File: config.mk
export PLATFORM = sky130hd
export DESIGN_NAME = csa_serial_sub
export DESIGN_NICKNAME = d
export VERILOG_FILES = /design/src/rtl/csa_pkg.sv /design/src/rtl/csa_slice.sv /design/src/rtl/csa_serial_sub.sv
export SDC_FILE = /design/constraint.sdc
export NUM_CORES = 1
export LEC_CHECK = 0
export CAP_MARGIN = 20
export CORE_MARGIN = 5
export CORE_UTILIZATION = 35
export CTS_CLUSTER_DIAMETER = 100
export DETAILED_ROUTE_END_ITERATION = 6
export SLEW_MARGIN = 25
export SYNTH_ARGS = -nofsm -noshare
export SYNTH_HDL_FRONTEND = slang
export SYNTH_SLANG_ARGS = --single-unit
export TNS_END_PERCENT = 1
File: constraint.sdc
create_clock -name clk -period 3.45 [get_ports clk]
set_clock_uncertainty 0.05 [all_clocks]
set_input_delay 0.69 -clock clk [delete_from_list [all_inputs] [get_ports clk]]
set_output_delay 0.69 -clock clk [all_outputs]
set_load 0.02 [all_outputs]
File: src/rtl/csa_pkg.sv
// Shared types and helpers for the digit-serial carry-select subtractor.
package csa_pkg;

  localparam int SLICE_W_DEF = 4;

  typedef enum logic [1:0] {
    IDLE = 2'd0,
    RUN  = 2'd1,
    DONE = 2'd2
  } state_t;

  // Number of slices needed to cover a full word.
  function automatic int num_slices(input int width, input int slice_w);
    return width / slice_w;
  endfunction

endpackage

File: src/rtl/csa_slice.sv
// One carry-select cell: both carry-in candidates are summed up front and
// the incoming carry only drives the final mux.
module csa_slice #(
  parameter int SLICE_W = 4
) (
  input  logic [SLICE_W-1:0] x,
  input  logic [SLICE_W-1:0] y,
  input  logic               c,
  output logic [SLICE_W-1:0] s,
  output logic               co
);

  logic [SLICE_W:0] sum0;
  logic [SLICE_W:0] sum1;

  assign sum0 = {1'b0, x} + {1'b0, y};
  assign sum1 = {1'b0, x} + {1'b0, y} + {{SLICE_W{1'b0}}, 1'b1};

  // Carry picks between the two precomputed candidates.
  always_comb begin
    s  = sum0[SLICE_W-1:0];
    co = sum0[SLICE_W];
    if (c) begin
      s  = sum1[SLICE_W-1:0];
      co = sum1[SLICE_W];
    end
  end

endmodule

File: src/rtl/csa_serial_sub.sv
// Digit-serial subtractor: diff = a - b - bin, computed as a + ~b + ~bin,
// one carry-select slice per clock, LSB slice first.
//
// state | meaning
// IDLE  | ready for operands
// RUN   | processing slice cnt
// DONE  | result held until consumer takes it
module csa_serial_sub
  import csa_pkg::*;
#(
  parameter int WIDTH   = 16,
  parameter int SLICE_W = SLICE_W_DEF
) (
  input  logic             clk,
  input  logic             rst,
  input  logic             in_valid,
  output logic             in_ready,
  input  logic [WIDTH-1:0] a,
  input  logic [WIDTH-1:0] b,
  input  logic             bin,
  output logic             out_valid,
  input  logic             out_ready,
  output logic [WIDTH-1:0] diff,
  output logic             bout,
  output logic             ovf
);

  localparam int N  = num_slices(WIDTH, SLICE_W);
  localparam int CW = (N > 1) ? $clog2(N) : 1;
  localparam logic [CW-1:0]    LAST  = CW'(N - 1);
  localparam logic [WIDTH-1:0] SMASK = WIDTH'({SLICE_W{1'b1}});

  if ((WIDTH < SLICE_W) || ((WIDTH % SLICE_W) != 0)) begin : g_bad_width
    $error("csa_serial_sub: WIDTH must be a nonzero multiple of SLICE_W");
  end

  state_t state, state_nxt;

  logic [WIDTH-1:0]   a_q;
  logic [WIDTH-1:0]   nb_q;
  logic [WIDTH-1:0]   diff_q;
  logic [CW-1:0]      cnt;
  logic               c;
  logic               bout_q;
  logic               ovf_q;
  logic               in_ready_q;
  logic               accept;
  logic               last;
  int                 base;
  logic [WIDTH-1:0]   a_sh;
  logic [WIDTH-1:0]   nb_sh;
  logic [SLICE_W-1:0] x;
  logic [SLICE_W-1:0] y;
  logic [SLICE_W-1:0] s;
  logic               co;

  assign accept = in_valid && in_ready_q;
  assign last   = (state == RUN) && (cnt == LAST);

  // Slice selection: shift the operand registers down to the active slice.
  assign base  = int'(cnt) * SLICE_W;
  assign a_sh  = a_q >> base;
  assign nb_sh = nb_q >> base;
  assign x     = a_sh[SLICE_W-1:0];
  assign y     = nb_sh[SLICE_W-1:0];

  csa_slice #(.SLICE_W(SLICE_W)) u_slice (
    .x  (x),
    .y  (y),
    .c  (c),
    .s  (s),
    .co (co)
  );

  // Next-state logic.
  always_comb begin
    state_nxt = state;
    case (state)
      IDLE:    if (accept)    state_nxt = RUN;
      RUN:     if (last)      state_nxt = DONE;
      DONE:    if (out_ready) state_nxt = IDLE;
      default:                state_nxt = IDLE;
    endcase
  end

  // State register; in_ready is a flop so it stays low through reset and
  // rises on the first clock after release.
  always_ff @(posedge clk or posedge rst) begin
    if (rst) begin
      state      <= IDLE;
      in_ready_q <= 1'b0;
    end else begin
      state      <= state_nxt;
      in_ready_q <= (state_nxt == IDLE);
    end
  end

  // Operand capture, slice sequencing and result registers.
  always_ff @(posedge clk or posedge rst) begin
    if (rst) begin
      a_q    <= '0;
      nb_q   <= '0;
      diff_q <= '0;
      cnt    <= '0;
      c      <= 1'b0;
      bout_q <= 1'b0;
      ovf_q  <= 1'b0;
    end else if (accept) begin
      a_q    <= a;
      nb_q   <= ~b;
      diff_q <= '0;
      cnt    <= '0;
      c      <= ~bin;
      bout_q <= 1'b0;
      ovf_q  <= 1'b0;
    end else if (state == RUN) begin
      diff_q <= (diff_q & ~(SMASK << base)) | (WIDTH'(s) << base);
      c      <= co;
      cnt    <= cnt + 1'b1;
      if (last) begin
        bout_q <= ~co;
        // a and b differ in sign exactly when a and ~b agree.
        ovf_q  <= (a_q[WIDTH-1] == nb_q[WIDTH-1]) && (s[SLICE_W-1] != a_q[WIDTH-1]);
      end
    end
  end

  assign in_ready  = in_ready_q;
  assign out_valid = (state == DONE);
  assign diff      = diff_q;
  assign bout      = bout_q;
  assign ovf       = ovf_q;

endmodule

==> metrics.csv, run 1 <==
metric,value,unit
status,"complete, no violations",
setup_violations,0,
async_reset_ff_frac,1.00,
leakage,1.57,nW
place_congestion,0.881,
wire_per_inst,14.5,um
clock-root-buffer,clkbuf_8,
grt_usage,0.138,
synth-xor-area-share,0.0217,
slew_headroom,0.584,
drc_errors,0,
drt_pass1_iterations,4,
start_kind,register,
yosys.area_share.simple,0.166,
routed_via_density,4.93,
yosys_warnings,0,
slew_viol_final,0,
grt_pass1_wl,10.7,mm
rsz0062_at_grt,no,
ant_nets,0,
cts_tree,done,
grt_pass1_vias,2190,
io_pins,57,
synthMuxAreaShare,0.0765,
drive_gt1_frac,0.0935,
endpoint,bout,
netlist_area,2650,um2
nNetsFinal,367,
initial_core_util,0.361,
io_buffer_count,56,
synth_fp_nets,309,
crit_chain,buf_4 -> mux4_2 -> inv_1 -> fa_1 -> inv_1 -> ha_1 -> nand2_1 -> a2111oi_0 -> o21ai_0 -> o211ai_1 -> o21ai_1,
cp_slowest_cell,mux4_2,
cp-end-kind,register,
min_period,3.08,ns
ctsHoldBuffers,0,
drt-total-wl,6.11,mm
r2r_cells,11,
hpwlAfterDp,4.63,mm
cts_buffers,5,
r2r-end,bout,
hold_viol_final,0,
antennaDiodeCount,0,
cpMostUsedCell,inv_1,
arrival,3.24,ns
grt_overflow,0,
cts.htree.levels,2,
dp.cells,412,
cts_setup_buffers,0,
r2r_setup_slack,0.37,ns
synthCells,262,
yosysSeqAreaShare,0.529,
layout_common_cells,"nand2_1, clkdlybuf4s50_1, dfrtp_1",
grt_antenna_before_repair,0,
synth_top_family_by_area,simple AND/OR/NAND/NOR gates,
worstMarginPinSlew,0.623,ns
synthFlopType,dfrtp_1,
vias,2071,
synth_edf_count,0,
coreArea,7330,um2
dieArea,9410,um2
synth_cell_type_count,36,
setup_tns,0,ns
fin_crit_sh,0.894,
cp.required,3.60,ns
max_freq,324,MHz
worst-path-buf-inv,3,
area_delta_synth_final,29.5,%
drtIter0Drc,135,
max_cap_viol_count,0,
ir_drop,0.425,mV
crit_cells,11,
insertion_delay,0.31,ns
clock_path_buffers,2,
critical-path-top-delay-family,compound AO/OA/AOI/OAI gates,
power_density,1040,nW/um2
crit_type,register to register,
fill_cells,698,
cpPeakStageDelay,0.55,ns
synth.avg_cell_area,10.1,um2
path_clk_slew,0.10,ns
timing.rr.start,cnt[0],
dieWidth,97.0,um
synth_compound_area_frac,0.127,
rows,31,
synthAdderAreaFrac,0.0500,
layout_commonest_cell,nand2_1,
crit_fanout,10,
worstSetupStartpoint,cnt[0],
grt_max_degree,52,
hold_class,register to register,
synth_seq_cells,56,
fp.dieH,97.0,um
clock_sinks,56,
fin_cells,420,
==> cells by family (layout without fill, tap and decap cells) <==
| logic type | count (synthesis) | after routing |
|---|---|---|
| AO/OA/AOI/OAI | 52 | 52 |
| AND/OR/NAND/NOR | 109 | 109 |
| adder cells (fa/ha/maj) | 10 | 10 |
| buffers and inverters | 21 | 80 |
| XOR/XNOR | 4 | 4 |
| multiplexers | 10 | 10 |
| flip-flops | 56 | 56 |
==> worst min-delay path by stage <==
stage	startpoint	end	slack, ns	cells past startpoint
4_1_cts	a_q[1]	a_q[1]	0.44	2
6_report	a_q[1]	a_q[1]	0.43	2
5_1_grt	a_q[10]	a_q[10]	0.46	2
3_3_place_gp	a_q[4]	a_q[4]	0.41	2
2_1_floorplan	a_q[10]	a_q[10]	0.39	2
3_5_place_dp	a_q[1]	a_q[1]	0.41	2
==> sequential cells by signal, summed over array words and instances, names as in the netlist, 2 cells and up <==
signal	flops
a_q	16
state	2
nb_q	16
diff	16
cnt	2
==> power breakdown <==
group | switching, mW | internal, mW | total, mW | leakage [nW]
Sequential | 0.198 | 0.934 | 1.13 | 0.711
Combinational | 1.16 | 0.913 | 2.07 | 0.814
Clock | 0.221 | 0.145 | 0.366 | 0.0414
Total | 1.58 | 1.99 | 3.57 | 1.57
==> metal layers <==
layer | routed length [um] | global-route usage | share of wire
met1 | 2800 | 0.182 | 0.46
met2 | 2880 | 0.217 | 0.47
met3 | 306 | 0.0388 | 0.050
met4 | 116 | 0.0508 | 0.019
met5 | 0 | 0 | 0
==> worst min-delay path, delay by kind of cell, from the launching register on <==
family	cells	cell delay, ns
simple gates	2	0.11
flops	1	0.35
==> area by class of cell <==
type                       instances  area, um2  share of cell area
clock inverter                     2       16.3             0.00474
inverter                           9       33.8             0.00985
sequential                        56       1400               0.409
clock buffer                       6       72.6              0.0212
timing repair buffer              63        613               0.179
multi-input combinational        185       1170               0.341
tap                               99        124              0.0361
==> through the flow <==
stage / power, mW / util / setup WS (ns) / instance area [um2] / hold WS (ns)
after floorplan: 2.61 / - / 0.396 / 2650 / 0.390
after global placement: 3.16 / 0.456 / 0.374 / 3340 / 0.415
after detailed placement: 3.23 / 0.456 / 0.275 / 3340 / 0.413
after CTS: 3.59 / 0.468 / 0.257 / 3430 / 0.438
after global routing: 3.90 / 0.468 / 0.0792 / 3430 / 0.460
final: 3.57 / 0.468 / 0.365 / 3430 / 0.435
==> repair_timing <==
action / CTS / global route
gates resized for setup: 0 / 1
endpoints found under the hold margin: 0 / 0
endpoints found under the setup margin: 0 / 2
==> cells in the mapped netlist (2+ instances only) <==
| master | n | share of area |
|---|---|---|
| nand2_1 | 79 | 0.11 |
| dfrtp_1 | 56 | 0.53 |
| o21ai_1 | 18 | 0.034 |
| nor2_1 | 15 | 0.021 |
| a22oi_1 | 12 | 0.034 |
| clkbuf_1 | 10 | 0.014 |
| ha_1 | 9 | 0.042 |
| inv_1 | 9 | 0.013 |
| mux4_2 | 8 | 0.068 |
| nor3_1 | 6 | 0.011 |
| a21oi_1 | 5 | 0.0094 |
| a22o_1 | 3 | 0.0099 |
| nand2b_1 | 3 | 0.0071 |
| o21ai_0 | 3 | 0.0057 |
| mux2_2 | 2 | 0.0085 |
| o21a_1 | 2 | 0.0057 |
| o31ai_1 | 2 | 0.0057 |
| xor2_1 | 2 | 0.0066 |
Power figures use the tool's default switching activity.
==> run 2, diff against run 1 <==
SKIP_LAST_GASP = 1   (was default)
==> results of run 2 <==
Final layout, timing and power as in run 1 (identical DEF).
==> run 3, diff against run 2 <==
ABC_CLOCK_PERIOD_IN_PS = 3450   (was default)
==> results of run 3 <==
Final layout, timing and power as in run 1 (identical DEF).
